==> src/rtl/uart_rx_fifo.sv <==
// rtl/uart_rx_fifo.sv - oversampling UART receiver with receive FIFO and sticky errors; break detect under UART_RX_BREAK_DETECT_EN
module uart_rx_fifo #(
  parameter int CLK_FREQ   = 50_000_000,
  parameter int BAUD       = 115200,
  parameter int OVERSAMPLE = 16,
  parameter int DATA_BITS  = 8,
  parameter int PARITY     = 0,
  parameter int FIFO_DEPTH = 16
) (
  input  logic                          clk,
  input  logic                          rst_n,
  input  logic                          rx,
  input  logic                          rd_en,
  output logic [7:0]                    rd_data,
  output logic                          rd_valid,
  output logic [$clog2(FIFO_DEPTH):0]   fifo_count,
  input  logic                          err_clr,
  output logic                          frame_err,
  output logic                          parity_err,
  output logic                          overrun_err,
  output logic                          break_det
);

  localparam int DIV   = (CLK_FREQ + BAUD * OVERSAMPLE / 2) / (BAUD * OVERSAMPLE);
  localparam int DIV_W = (DIV > 1) ? $clog2(DIV) : 1;
  localparam int OS_W  = $clog2(OVERSAMPLE);
  localparam int HALF  = OVERSAMPLE / 2;
  localparam int AW    = $clog2(FIFO_DEPTH);
  localparam int CW    = AW + 1;

  typedef enum logic [2:0] {S_IDLE, S_START, S_DATA, S_PAR, S_STOP} state_t;

  state_t            state_q, state_d;
  logic              sync1_q, sync1_d, sync2_q, sync2_d, rx_prev_q, rx_prev_d;
  logic [DIV_W-1:0]  div_q, div_d;
  logic [OS_W-1:0]   samp_q, samp_d;
  logic [1:0]        vote_q, vote_d;
  logic [2:0]        bit_q, bit_d;
  logic [7:0]        shift_q, shift_d;
  logic              par_pend_q, par_pend_d;
  logic              brk_wait_q, brk_wait_d;
  logic [AW-1:0]     wr_ptr_q, wr_ptr_d, rd_ptr_q, rd_ptr_d;
  logic [CW-1:0]     count_q, count_d;
  logic              frame_err_q, frame_err_d, parity_err_q, parity_err_d;
  logic              overrun_err_q, overrun_err_d, break_det_q, break_det_d;
  logic [7:0]        mem_q [FIFO_DEPTH];

  logic tick, fall, samp_end, decide, voted, par_exp;
  logic push_req, push, pop, full;
  logic frame_set, par_set, ovr_set, brk_set;

  // Next-state logic: synchroniser, tick divider, receive FSM, FIFO pointers and sticky flags
  always_comb begin
    sync1_d    = rx;
    sync2_d    = sync1_q;
    rx_prev_d  = sync2_q;
    tick       = (div_q == DIV_W'(DIV - 1));
    div_d      = tick ? '0 : div_q + 1'b1;
    fall       = rx_prev_q & ~sync2_q;
    samp_end   = tick && (samp_q == OS_W'(OVERSAMPLE - 1));
    decide     = tick && (samp_q == OS_W'(HALF + 1));
    voted      = (vote_q[0] & vote_q[1]) | (vote_q[0] & sync2_q) | (vote_q[1] & sync2_q);
    par_exp    = (PARITY == 1) ? ~(^shift_q) : ^shift_q;
    state_d    = state_q;
    samp_d     = samp_q;
    vote_d     = vote_q;
    bit_d      = bit_q;
    shift_d    = shift_q;
    par_pend_d = par_pend_q;
    brk_wait_d = brk_wait_q;
    push_req   = 1'b0;
    frame_set  = 1'b0;
    par_set    = 1'b0;
    brk_set    = 1'b0;

    // Sample counter runs on ticks; first two vote samples are captured before the decision point
    if (tick) begin
      samp_d = samp_end ? '0 : samp_q + 1'b1;
      if (samp_q == OS_W'(HALF - 1)) vote_d[0] = sync2_q;
      if (samp_q == OS_W'(HALF))     vote_d[1] = sync2_q;
    end

    case (state_q)
      S_IDLE: begin
        if (brk_wait_q) begin
          // After a break the line must stay high for a whole bit before a new start is accepted
          if (!sync2_q)      samp_d     = '0;
          else if (samp_end) brk_wait_d = 1'b0;
        end else if (fall) begin
          state_d    = S_START;
          samp_d     = '0;
          bit_d      = '0;
          shift_d    = '0;
          par_pend_d = 1'b0;
        end
      end
      S_START: begin
        if (decide && voted) state_d = S_IDLE;
        else if (samp_end)   state_d = S_DATA;
      end
      S_DATA: begin
        if (decide) shift_d = (shift_q >> 1) | (8'(voted) << (DATA_BITS - 1));
        if (samp_end) begin
          bit_d = bit_q + 1'b1;
          if (bit_q == 3'(DATA_BITS - 1)) state_d = (PARITY != 0) ? S_PAR : S_STOP;
        end
      end
      S_PAR: begin
        if (decide && (voted != par_exp)) par_pend_d = 1'b1;
        if (samp_end) state_d = S_STOP;
      end
      S_STOP: begin
        if (decide) begin
          state_d   = S_IDLE;
          frame_set = ~voted;
          par_set   = par_pend_q;
`ifdef UART_RX_BREAK_DETECT_EN
          if ((shift_q == 8'h00) && !voted) begin
            brk_set    = 1'b1;
            brk_wait_d = 1'b1;
            samp_d     = '0;
          end else begin
            push_req = 1'b1;
          end
`else
          push_req = 1'b1;
`endif
        end
      end
      default: state_d = S_IDLE;
    endcase

    full     = (count_q == CW'(FIFO_DEPTH));
    pop      = rd_en && (count_q != '0);
    push     = push_req && (!full || pop);
    ovr_set  = push_req && full && !pop;
    wr_ptr_d = push ? wr_ptr_q + 1'b1 : wr_ptr_q;
    rd_ptr_d = pop  ? rd_ptr_q + 1'b1 : rd_ptr_q;
    case ({push, pop})
      2'b10:   count_d = count_q + 1'b1;
      2'b01:   count_d = count_q - 1'b1;
      default: count_d = count_q;
    endcase

    frame_err_d   = (frame_err_q   & ~err_clr) | frame_set;
    parity_err_d  = (parity_err_q  & ~err_clr) | par_set;
    overrun_err_d = (overrun_err_q & ~err_clr) | ovr_set;
    break_det_d   = (break_det_q   & ~err_clr) | brk_set;
  end

  // State register; reset aborts any frame in progress and empties the FIFO
  always_ff @(posedge clk or negedge rst_n) begin
    if (!rst_n) begin
      state_q       <= S_IDLE;
      sync1_q       <= 1'b1;
      sync2_q       <= 1'b1;
      rx_prev_q     <= 1'b1;
      div_q         <= '0;
      samp_q        <= '0;
      vote_q        <= 2'b11;
      bit_q         <= '0;
      shift_q       <= '0;
      par_pend_q    <= 1'b0;
      brk_wait_q    <= 1'b0;
      wr_ptr_q      <= '0;
      rd_ptr_q      <= '0;
      count_q       <= '0;
      frame_err_q   <= 1'b0;
      parity_err_q  <= 1'b0;
      overrun_err_q <= 1'b0;
      break_det_q   <= 1'b0;
    end else begin
      state_q       <= state_d;
      sync1_q       <= sync1_d;
      sync2_q       <= sync2_d;
      rx_prev_q     <= rx_prev_d;
      div_q         <= div_d;
      samp_q        <= samp_d;
      vote_q        <= vote_d;
      bit_q         <= bit_d;
      shift_q       <= shift_d;
      par_pend_q    <= par_pend_d;
      brk_wait_q    <= brk_wait_d;
      wr_ptr_q      <= wr_ptr_d;
      rd_ptr_q      <= rd_ptr_d;
      count_q       <= count_d;
      frame_err_q   <= frame_err_d;
      parity_err_q  <= parity_err_d;
      overrun_err_q <= overrun_err_d;
      break_det_q   <= break_det_d;
    end
  end

  // FIFO storage; validity is tracked by the pointers so the array needs no reset
  always_ff @(posedge clk) begin
    if (push) mem_q[wr_ptr_q] <= shift_q;
  end

  assign rd_valid    = (count_q != '0);
  assign rd_data     = rd_valid ? mem_q[rd_ptr_q] : 8'h00;
  assign fifo_count  = count_q;
  assign frame_err   = frame_err_q;
  assign parity_err  = parity_err_q;
  assign overrun_err = overrun_err_q;
  assign break_det   = break_det_q;

endmodule

==> config.mk <==
export PLATFORM = sky130hd
export DESIGN_NAME = uart_rx_fifo
export DESIGN_NICKNAME = d
export VERILOG_FILES = /design/src/rtl/uart_rx_fifo.sv
export SDC_FILE = /design/constraint.sdc
export NUM_CORES = 1
export LEC_CHECK = 0
export ABC_AREA = 1
export ABC_CLOCK_PERIOD_IN_PS = 3420
export BUFFER_PORTS_ARGS = -buffer_cell sky130_fd_sc_hd__buf_4
export CORE_ASPECT_RATIO = 0.5
export CORE_MARGIN = 1
export CORE_UTILIZATION = 55
export CTS_BUF_LIST = sky130_fd_sc_hd__clkbuf_8
export CTS_CLUSTER_DIAMETER = 80
export CTS_CLUSTER_SIZE = 20
export DETAILED_ROUTE_END_ITERATION = 12
export PLACE_DENSITY = 0.71
export SLEW_MARGIN = 20
export SYNTH_ARGS = -nofsm -noshare
export SYNTH_HDL_FRONTEND = slang
export SYNTH_SLANG_ARGS = --single-unit
==> constraint.sdc <==
create_clock -name clk -period 3.42 [get_ports clk]
set_clock_uncertainty 0.15 [all_clocks]
set_input_delay 0.342 -clock clk [delete_from_list [all_inputs] [get_ports clk]]
set_output_delay 0.342 -clock clk [all_outputs]
set_load 0.01 [all_outputs]
==> metrics <==
Tot Pwr 0.00586 W; layout cells sized above 1 0.112; Seq/Total Area, Yosys 0.658; pin count of the biggest net entering global routing 67; CP max-delay cell clkinv_1; # IOs 23; Worst path top cell family by delay buffers and inverters; CP required around 2.9 ns; detailed-route via count 5175; fin crit share 0.944; Die H 85.3 um; grt total ovfl 0; synthesized area between 0.007 and 0.008 mm^2; Final HPWL DP 10800 um; routed vias/inst around 5.6; Initial Utilization 0.583; Area growth syn-to-layout 10.3%; Cell Chain, Critical Path clkinv_1, buf_12, o21ai_0, o221ai_1, nand3_1, a21oi_1, buf_4; final worst slack 0.193 ns; dpl ws roughly 0.6 ns; Synth Instances ~690; Initial DRC Count 555; Leakage 3.50 nW; max-slew violation count 0; Critical Path Source Type flop; routed len/inst between 15 and 20 um; outcome complete, no violations; total CTS buffers 17; H-tree depth 4; Area contributors post-synth edfxtp_1 50%, dfrtp_1 14%, nand2_1 6.4%; Pwr Density 696 mW/mm^2; Async SR Flop Fraction 0.269; GR Util All Layers 0.256; vias in the first global route 5009; final hold violations 0; Clock Root Buffer clkbuf_8; WP buf/inv 3; Layout Cells excl Fill 917; clk_lat worst skew about 0.46 ns; DR pass1 iterations 5; count leader, synth nand2_1; Yosys cell types 38; max cap viols 0; number of port buffers 22; WL met2 7620 um; Top FF cell, synth edfxtp_1; Synth area leader edfxtp_1; Fin Setup TNS 0 ns; Inst Count DP 882; M1 wire length between 7000 and 8000 um; fmax about 310 MHz; Worst Hold Class input pin to flop; total wire length 16900 um; commonest cells in the netlist 131 x nand2_1, 128 x edfxtp_1, 86 x nor2_1; Layout Nets 739; die width between 150 and 200 um; Crit path arrival time 2.74 ns; Remaining DRCs 0; first-pass GRT wire length roughly 27000 um; DR top layer met4; Yosys Warn Count 0; Core Area around 0.013 mm^2; WS Path Type flop to output pin; Synth top area share 0.503; Crit Path Max Fanout 40; cell row count 29; clock tree sinks 175; Post-synth EDFFs 128; die area roughly 0.014 mm^2; clk buf depth 2; Max-slew headroom 0.424; Setup Buffers After CTS 0; CTS tree yes; unrepaired setup endpoints after global routing false; pin slew with the least headroom to its limit ~0.86 ns; Final min period 3.23 ns; initial antenna violation count 0; Synth Net Count 712; Synth Register Bits around 180; Max VDD drop between 400 and 500 uV; gpl congestion about 0.89; Clock transition at path regs 0.08 ns; diode count 0; endpoint type of the worst setup path output pin; Avg Cell Area, Syn 11.0 um^2; Largest stage delay, worst path 0.61 ns; Met3 Wirelength 1240 um; Post-DRT Antenna Nets 0; Setup Viol. Count Final 0
per-stage QoR:
stage               cell area, um^2  hold slack (ns)   util
finish                         8420            0.107  0.643
detailed placement             8000            0.199  0.610
CTS                            8420           0.0719  0.643
floorplan                      7630           -0.104      -
global route                   8420           0.0948  0.643
global placement               8000            0.200  0.610
sequential cells by signal, summed over array words and instances (netlist names), 2 cells and up:
name        count
rd_ptr_q        4
fifo_count      5
div_q           5
state_q         3
wr_ptr_q        4
mem_q         128
shift_q         8
samp_q          4
bit_q           3
vote_q          2
cell usage in the layout (no fill, tap or decap), types with 3 or more instances in the layout:
cell / n
dfstp_2: 5
a31oi_1: 3
o31ai_1: 13
a21oi_1: 30
o21ai_1: 5
o21ai_0: 52
buf_4: 29
ha_1: 15
nor2_2: 4
o211ai_1: 8
inv_1: 51
nor3_1: 3
clkinvlp_4: 4
xnor2_1: 4
dlygate4sd3_1: 3
xor2_1: 13
o221ai_1: 8
nand4_1: 4
nor2_1: 86
clkbuf_8: 17
dfrtp_1: 41
nand3_1: 38
inv_6: 4
edfxtp_1: 128
nand2_1: 131
power breakdown:
part	leakage, nW	internal [W]	switching (W)
Sequential	2.07	0.00233	0.000121
Clock	0.189	0.000658	0.000796
Combinational	1.23	0.000666	0.00129
timing repair:
| item | 4_1_cts | 5_1_grt |
|---|---|---|
| setup endpoints to repair | 0 | 0 |
| hold buffers | 3 | 0 |
| hold endpoints to repair | 47 | 0 |
| resized for setup | 0 | 0 |
cell families after synthesis:
family | synth area share
AO/OA/AOI/OAI | 0.0939
XOR/XNOR | 0.0195
buffers and inverters | 0.0400
AND/OR/NAND/NOR | 0.161
flip-flops | 0.658
adder cells (fa/ha/maj) | 0.0272
worst min-delay path, stage by stage:
cell and delay, ns:
buf_4 0.11, nand2_1 0.14, xor2_1 0.09
final timing paths:
check | start | endpoint | slack [ns] | cells past startpoint
setup / recovery | rd_ptr_q[0] | rd_data[6] | 0.19 | 7
hold / removal | rd_en | rd_ptr_q[0] | 0.11 | 3
setup reg to reg | div_q[0] | mem_q[14][6] | 0.59 | 8
hold reg to reg | sync1_q | rx_prev_d | 0.21 | 0
max in group asynchronous | rst_n | rd_ptr_q[0] | 2.38 | 2
min in group asynchronous | rst_n | div_q[2] | 0.27 | 2
area by class of cell:
class,count,area [um^2]
clock buffers,17,234
clock inverters,15,159
fillers,1025,4680
inverters,52,195
multi-input cells,439,2300
flip-flops and latches,175,5030
well taps,186,233
repair buffers,33,268
metal layers:
metal / track usage / vias up
li1: - / 2447
met1: 0.369 / 2486
met2: 0.387 / 204
met3: 0.0499 / 38
met4: 0.108 / 0
met5: 0 / -
(Power assumes the default switching activity.)
